`src/rtl/blink_sched.sv`:
```
// Round-robin shared LED blink engine: NREQ requesters each ask for a
// burst of N on/off blinks; one burst runs at a time, then done pulses.
//
// Ports:
//   clk       system clock
//   rst       synchronous active-high reset
//   req       level request, one bit per requester
//   req_cnt   blink count per requester, slice i at [i*NBITS +: NBITS]
//   half_per  cycles per LED phase (0 behaves as 1)
//   gnt       registered one-hot grant (zero when idle)
//   busy      engine owned by a requester
//   led       registered LED drive
//   flg       pulse on the last cycle of every on/off phase
//   done      pulse on the single completion cycle of a burst
module blink_sched #(
  parameter int NREQ  = 4,
  parameter int CBITS = 17,
  parameter int NBITS = 4
) (
  input  logic                  clk,
  input  logic                  rst,
  input  logic [NREQ-1:0]       req,
  input  logic [NREQ*NBITS-1:0] req_cnt,
  input  logic [CBITS-1:0]      half_per,
  output logic [NREQ-1:0]       gnt,
  output logic                  busy,
  output logic                  led,
  output logic                  flg,
  output logic                  done
);

  localparam int PW = (NREQ > 1) ? $clog2(NREQ) : 1;
  localparam logic [NREQ-1:0] ONE = NREQ'(1);
  localparam logic [PW-1:0] PTR_RST = PW'(NREQ - 1);

  typedef enum logic [1:0] {
    IDLE,
    ON,
    OFF,
    DONE
  } state_t;

  state_t           state, state_n;
  logic [NREQ-1:0]  gnt_n;
  logic [PW-1:0]    ptr, ptr_n;
  logic [NBITS-1:0] rem, rem_n;
  logic [CBITS-1:0] pm1, pm1_n;
  logic [CBITS-1:0] cnt, cnt_n;
  logic             led_n;

  logic             hit;
  logic [PW-1:0]    pick;
  logic [PW-1:0]    idx;
  logic [NBITS-1:0] cnt_sel;
  logic             last;

  // Round-robin search starting just after the last winner.
  always_comb begin
    hit  = 1'b0;
    pick = '0;
    idx  = '0;
    for (int k = 1; k <= NREQ; k++) begin
      idx = PW'((int'(ptr) + k) % NREQ);
      if (!hit && req[idx]) begin
        hit  = 1'b1;
        pick = idx;
      end
    end
  end

  assign cnt_sel = req_cnt[pick*NBITS +: NBITS];

  // The phase length is stored as P-1 so a zero half_per maps to 1.
  assign last = (cnt == pm1);

  always_comb begin
    state_n = state;
    gnt_n   = gnt;
    ptr_n   = ptr;
    rem_n   = rem;
    pm1_n   = pm1;
    cnt_n   = cnt;
    unique case (state)
      IDLE: begin
        gnt_n = '0;
        if (hit) begin
          gnt_n = ONE << pick;
          ptr_n = pick;
          rem_n = cnt_sel;
          cnt_n = '0;
          pm1_n = (half_per == '0) ? '0
                : half_per - CBITS'(1);
          state_n = (cnt_sel != '0) ? ON : DONE;
        end
      end
      ON: begin
        if (last) begin
          cnt_n   = '0;
          state_n = OFF;
        end else begin
          cnt_n = cnt + CBITS'(1);
        end
      end
      OFF: begin
        if (last) begin
          cnt_n = '0;
          rem_n = rem - NBITS'(1);
          state_n = (rem == NBITS'(1)) ? DONE : ON;
        end else begin
          cnt_n = cnt + CBITS'(1);
        end
      end
      DONE: begin
        gnt_n   = '0;
        state_n = IDLE;
      end
      default: begin
        gnt_n   = '0;
        state_n = IDLE;
      end
    endcase
    led_n = (state_n == ON);
  end

  always_ff @(posedge clk) begin
    if (rst) begin
      state <= IDLE;
      gnt   <= '0;
      ptr   <= PTR_RST;
      rem   <= '0;
      pm1   <= '0;
      cnt   <= '0;
      led   <= 1'b0;
    end else begin
      state <= state_n;
      gnt   <= gnt_n;
      ptr   <= ptr_n;
      rem   <= rem_n;
      pm1   <= pm1_n;
      cnt   <= cnt_n;
      led   <= led_n;
    end
  end

  assign busy = (state != IDLE);
  assign done = (state == DONE);
  assign flg  = ((state == ON) || (state == OFF)) && last;

`ifndef SYNTHESIS
  a_onehot: assert property (
    @(posedge clk) disable iff (rst) $onehot0(gnt));
  a_led: assert property (
    @(posedge clk) disable iff (rst) led |-> (gnt != '0));
  a_busy: assert property (
    @(posedge clk) disable iff (rst) busy == (gnt != '0));
  a_done: assert property (
    @(posedge clk) disable iff (rst) done |=> !done);
`endif

endmodule

```
`config.mk`:
```
export PLATFORM = sky130hd
export DESIGN_NAME = blink_sched
export DESIGN_NICKNAME = d
export VERILOG_FILES = /design/src/rtl/blink_sched.sv
export SDC_FILE = /design/constraint.sdc
export NUM_CORES = 1
export LEC_CHECK = 0
export ABC_AREA = 0
export ABC_CLOCK_PERIOD_IN_PS = 7540
export BUFFER_PORTS_ARGS = -buffer_cell sky130_fd_sc_hd__buf_2
export CAP_MARGIN = 30
export CORE_MARGIN = 5
export CORE_UTILIZATION = 61
export CTS_CLUSTER_SIZE = 30
export DETAILED_ROUTE_END_ITERATION = 10
export HOLD_SLACK_MARGIN = 0.02
export PLACE_DENSITY = 0.85
export SYNTH_ARGS = -nofsm -noshare
export SYNTH_HDL_FRONTEND = slang
export SYNTH_SLANG_ARGS = --single-unit
export TNS_END_PERCENT = 5
```
`constraint.sdc`:
```
create_clock -name clk -period 7.54 [get_ports clk]
set_clock_uncertainty 0.2 [all_clocks]
set_input_delay 1.131 -clock clk [delete_from_list [all_inputs] [get_ports clk]]
set_output_delay 1.131 -clock clk [all_outputs]
set_load 0.005 [all_outputs]
```
==> impl_metrics.tcl, run 1 <==
set metrics [dict create \
    clkLatencyLatePin_ps 310 \
    cts_root_buffer "clkbuf_8" \
    cts_sinks 47 \
    final_layout_size_suffix_gt1_frac 0.1873 \
    cts_resized 0 \
    hold_path_class "reg2reg" \
    critPathKind "reg2out" \
    dr.pass1.iters 4 \
    syn2layout_area_growth_pct 10.93 \
    nFillCells 359 \
    core_um2 4444 \
    max_cap_violations 0 \
    placedCellCount 423 \
    status "complete, no violations" \
    rsz0062_at_grt "false" \
    grt_use_total 0.2162 \
    yosys_warnings 0 \
    hpwl_um 4751 \
    numPortBuffers 46 \
    max_slew.worst_pin.slew_ps 714.4 \
    crit_slowest_cell "dfxtp_1" \
    cts_buffers 5 \
    start_util 0.6391 \
    placed_area_um2 3052 \
    synth-async-reset-ratio 0 \
    antenna_cells 0 \
    fp-row-count 24 \
    cts.path.max_buffers 2 \
    power_w 0.0008997 \
    io_pins 47 \
    cts_tree "yes" \
    cts.htree.levels 2 \
    tns_ps 0 \
    switching_share 0.4098 \
    setup_ws_ps 4205 \
    avgSynthCellArea_um2 8.329 \
    worstPathRequired_ps 6210 \
    power.density_nw_per_um2 285.6 \
    mappedNetlistArea_um2 2840 \
    chipWidth_um 78.24 \
    avgViaCountPerCell 5.777 \
    ff2ff_setup_slack_ps 4640 \
    antenna_found_initial 0 \
    synth_top_area_share 0.3313 \
    place_ws_ps 4001 \
    worstSetupEndpointType "output pin" \
    nets 425 \
    final_max_slew_viol_count 0 \
    relSlewSlack 0.5237 \
    startpoint_type "flop" \
    syn_inst 341 \
    critical_path.max_fanout 7 \
    synthFlopType "dfxtp_1" \
    comb_power_share 0.436 \
    drt-wirelength-per-cell_um 14.76 \
    antenna_left 0 \
    synthDistinctLibCells 57 \
    switchingPower_w 0.0003687 \
    p_seq_frac 0.380 \
    drt_iter0_markers 175 \
    synth_area_leaders "dfxtp_1 33%, xor2_1 10%, nor2_1 6.2%" \
    syn_nets 388 \
    p_leak_nw 1.390 \
    grt.overflow.total 0 \
    grt_max_degree 36 \
    drt-total-wl_um 6361 \
    final_cells 431 \
    post_cts_buffers 0 \
    die_y_um 78.24 \
    crit_chain "xor2_1 -> nor4_1 -> nand3_1 -> or2_2 -> nor2_1 -> buf_2" \
    setup_viol 0 \
    die-area_um2 6121 \
    hold_violations 0 \
    cts.clk_slew.worst_paths_ps 90 \
    min_period_ps 3335 \
    ys_seq_elements 47 \
    gp_congestion 0.8342 \
    p_clk_frac 0.184 \
    grt_first_pass_wirelength_um 10800 \
    irDropWorstVdd_uv 188.7 \
    synth_seq_area_share 0.3313 \
    synth_common_cells "47 x dfxtp_1, 47 x nor2_1, 33 x xor2_1, 27 x nand2_1, 17 x a22oi_1" \
    holdBufCountCts 0 \
    power.internal_w 0.0005310 \
    design_area_um2 3151 \
    cpPeakStageDelay_ps 490 \
    synth.largest_area_cell "dfxtp_1" \
    finalCritPeriodShare 0.4423 \
    cp.arrival_ps 2000 \
    synth_edf_count 0 \
    grt_pass1_vias 2380 \
    vias 2490 \
    fmax_mhz 299.9 \
    drc_errors 0 \
]
[area by class of cell]
type / count / area, um^2 / share of cell area
multi-input cells: 263 / 1755 / 0.5572
flip-flops and latches: 47 / 940.9 / 0.2986
repair buffers: 47 / 237.7 / 0.07546
clock buffers: 6 / 82.58 / 0.02621
well taps: 52 / 65.06 / 0.02065
inverters: 14 / 52.55 / 0.01668
clock inverters: 2 / 16.27 / 0.005163
[sequential cells by signal, summed over array words and instances, names as in the netlist]
register	count
state	2
led	1
gnt	4
ptr	2
cnt	17
pm1	17
rem	4
[routing by layer]
layer	GRT usage	share of wire	vias up
li1	-	-	1260
met4	0.06643	0.012	0
met2	0.3527	0.47	57
met3	0.04462	0.045	7
met1	0.2885	0.48	1166
met5	0	0	-
[through the flow]
| step | util | hold WS [ps] |
|---|---|---|
| 2_1_floorplan | - | 243.4 |
| 3_3_place_gp | 0.6850 | 246.2 |
| 3_5_place_dp | 0.6867 | 266.7 |
| 4_1_cts | 0.7089 | 282.4 |
| 5_1_grt | 0.7089 | 318.6 |
| 6_report | 0.7089 | 271.3 |
[kinds of logic after synthesis]
logic type / count (synthesis) / share of synthesized area
xor gates and xnor gates: 43 / 0.1326
buffers and inverters: 31 / 0.05066
muxes: 11 / 0.03965
DFF: 47 / 0.3313
AOI/OAI and AO/OA: 64 / 0.1630
and+or+nand+nor: 137 / 0.2476
adders and majority gates: 8 / 0.03524
[critical path, delay by kind of cell, from the launching register on]
family	cells	cell delay (ps)
flops	1	490
simple gates	4	970
xor+xnor	1	110
buf+inv	1	120
[placed cells by master (no fill, tap or decap), types with 7 or more instances in the layout]
master and count:
mux2i_1 9, dfxtp_1 47, xnor2_1 10, xor2_1 33, nor4_1 7, a21oi_1 14, nand2b_1 9, o21ai_0 7
nor3_1 8, nor2_1 47, ha_1 8, a22oi_1 17, nand2_1 27, buf_2 46, nand3_1 8, inv_1 14
[final timing paths]
check / cells past startpoint / end / start
min: 2 / gnt[0] / gnt[0]
max reg2reg: 10 / cnt[7] / state[1]
max: 6 / flg / cnt[5]
min reg2reg: 2 / gnt[0] / gnt[0]
[power groups by stage]
stage	registers (W)	logic, W	clock network (W)
final	0.000342	0.000393	0.000165
after global routing	0.000350	0.000440	0.000179
after CTS	0.000341	0.000390	0.000167
after detailed placement	0.000346	0.000386	0
after global placement	0.000344	0.000371	0
after floorplan	0.000334	0.000310	0
No activity file was read; power rests on OpenSTA's default activity.
==> run 2: changes to the inputs <==
- ABC_AREA: 0 -> 1
- ABC_CLOCK_PERIOD_IN_PS: 7540 -> 3400
- CORE_UTILIZATION: 61 -> 58
- PLACE_DENSITY: 0.85 -> 0.81
- clock period: 7.54 -> 3.4 ns (I/O delays scaled with it)
==> run 2 against run 1 <==
Compared with the run above: routed wire length grew 9.3%; core utilization is 5.4 points lower; worst setup slack got worse by 3600 ps; critical path type is now reg2reg; critical endpoint is now cnt[7]; largest power group unchanged.
==> impl_metrics.tcl, run 2 <==
set metrics [dict create \
    synth_area_leaders "dfxtp_1 30%, nand2_1 14%, xor2_1 6.1%" \
    drt-wirelength-per-cell_um 12.15 \
    chipWidth_um 83.97 \
    placedCellCount 564 \
    antenna_found_initial 0 \
    gp_congestion 0.9070 \
    power_w 0.002932 \
    power.density_nw_per_um2 828.8 \
    dr.pass1.iters 5 \
    avgViaCountPerCell 5.234 \
    status "complete, no violations" \
    yosys_warnings 0 \
    cts_resized 0 \
    cts.path.max_buffers 2 \
    hold_path_class "reg2reg" \
    p_leak_nw 1.640 \
    clkLatencyLatePin_ps 300 \
    final_layout_size_suffix_gt1_frac 0.2160 \
    synth-async-reset-ratio 0 \
    cts.htree.levels 2 \
    syn2layout_area_growth_pct 11.47 \
    cts_sinks 47 \
    mappedNetlistArea_um2 3173 \
    cts_tree "yes" \
    synth_seq_area_share 0.2965 \
    tns_ps 0 \
    grt_pass1_vias 2740 \
    fmax_mhz 361.1 \
    startpoint_type "flop" \
    post_cts_buffers 0 \
    die_y_um 83.97 \
    die-area_um2 7050 \
    setup_viol 0 \
    critPathKind "reg2reg" \
    ys_seq_elements 47 \
    synth_common_cells "121 x nand2_1, 47 x dfxtp_1, 43 x inv_1, 40 x nor2_1, 36 x a21oi_1" \
    worst-path-buf-inv 1 \
    final_util 0.6544 \
    ff_latch_area_um2 940.9 \
    vias 2994 \
    path_delay_family "compound AO/OA/AOI/OAI gates" \
    synthDistinctLibCells 43 \
    worstPathRequired_ps 3440 \
    max_slew.worst_pin.slew_ps 518.8 \
    crit_top_cell "nand2_1" \
    grt_max_degree 28 \
    rsz0062_at_grt "false" \
    crit_slowest_cell "dfxtp_1" \
    crit_chain "inv_4 -> nand2_2 -> nand2_1 -> nand2_1 -> nand2_1 -> nor2_4 -> nand3_4 -> nand2_4 -> o21ai_4 -> a21oi_4 -> o21ai_0 -> a21boi_1" \
    io_pins 47 \
    avgSynthCellArea_um2 6.958 \
    core_um2 5405 \
    grt_first_pass_wirelength_um 12220 \
    cts_buffers 5 \
    hold_violations 0 \
    syn_nets 503 \
    final_max_slew_viol_count 0 \
    finalCritPeriodShare 0.8145 \
    cts.clk_slew.worst_paths_ps 90 \
    yosys.cell_count.top_type "nand2_1" \
    final_cells 572 \
    cts_root_buffer "clkbuf_8" \
    nFillCells 496 \
    nets 546 \
    final_cell_mix "121 x nand2_1, 47 x dfxtp_1, 46 x buf_2" \
    max_cap_violations 0 \
    grt.overflow.total 0 \
    worstSetupEndpointType "flop" \
    irDropWorstVdd_uv 567.7 \
    design_area_um2 3537 \
    antenna_left 0 \
    start_util 0.5870 \
    relSlewSlack 0.6541 \
    synthFlopType "dfxtp_1" \
    reg_top3 "cnt: 17 flops, pm1: 17 flops" \
    syn_inst 456 \
    cpPeakStageDelay_ps 580 \
    numPortBuffers 46 \
    multi_input_area_um2 1966 \
    hpwl_um 5481 \
    placed_area_um2 3421 \
    cp.arrival_ps 2810 \
    drc_errors 0 \
    fp-row-count 27 \
    holdBufCountCts 0 \
    synth_edf_count 0 \
    drt_iter0_markers 235 \
    grt_use_total 0.2035 \
    synth_top_area_share 0.2965 \
    mostFrequentLayoutCell "nand2_1" \
    synth.largest_area_cell "dfxtp_1" \
    min_period_ps 2769 \
    drt-total-wl_um 6950 \
    antenna_cells 0 \
    critical_path.max_fanout 21 \
]
## run 2: changes by cell type after synthesis, moves of 7 or more
cell,previous run,this run
a21oi_1,14,36
xor2_1,33,22
nand2_1,27,121
mux2i_1,9,0
nor2_1,47,40
nand2_2,0,9
inv_1,14,43
nand2b_1,9,0
nand3_1,8,21
o21ai_0,7,14
a22oi_1,17,1
## run 2: final cells by class
type / instances / area share
multi-input cells: 348 / 0.5557
flip-flops and latches: 47 / 0.2660
repair buffers: 46 / 0.06509
inverters: 51 / 0.05483
well taps: 72 / 0.02547
clock buffers: 5 / 0.01946
clock inverters: 3 / 0.01344
## run 2: worst min-delay path: cells and delay by family, from the launching register on
kind	cells	cell delay, ps
simple gates	1	50
compound gates	1	60
flops	1	320
## run 2: metrics by stage
| stage | hold WS, ps | worst slack (ps) |
|---|---|---|
| 2_1_floorplan | 252.7 | 1080 |
| 3_3_place_gp | 247.0 | 750.3 |
| 3_5_place_dp | 254.5 | 638.3 |
| 4_1_cts | 267.9 | 641.3 |
| 5_1_grt | 290.9 | 356.0 |
| 6_report | 264.3 | 630.6 |
## run 2: path summary, 6_finish.rpt
check	start	end	slack (ps)	depth (start not counted)
worst max register to register	ptr[0]	cnt[7]	630	12
worst min-delay path	gnt[0]	gnt[0]	260	2
worst min register to register	gnt[0]	gnt[0]	260	2
worst max-delay path	ptr[0]	cnt[7]	630	12
## run 2: kinds of logic (layout without fill, tap and decap cells)
| group | after synthesis | in the layout | share of synthesized area |
|---|---|---|---|
| AO/OA/AOI/OAI | 72 | 72 | 0.1420 |
| XOR/XNOR | 31 | 31 | 0.08557 |
| adder cells (fa/ha/maj) | 8 | 8 | 0.03155 |
| buffers and inverters | 61 | 105 | 0.08399 |
| flip-flops | 47 | 47 | 0.2965 |
| AND/OR/NAND/NOR | 237 | 237 | 0.3604 |
## run 2: routing by layer
layer / vias to the layer above / global-route usage / share of wire
li1: 1561 / - / -
met1: 1351 / 0.2862 / 0.49
met2: 66 / 0.3203 / 0.46
met3: 16 / 0.02665 / 0.039
met4: 0 / 0.06725 / 0.018
met5: - / 0 / 0
## run 2: power by group
group	internal (W)	switching [W]	total, W	leakage (nW)
clock	0.000223	0.000199	0.000422	0.0587
combinational	0.000577	0.00112	0.00169	1.20
sequential	0.000698	0.000119	0.000817	0.385
total	0.00150	0.00143	0.00293	1.64
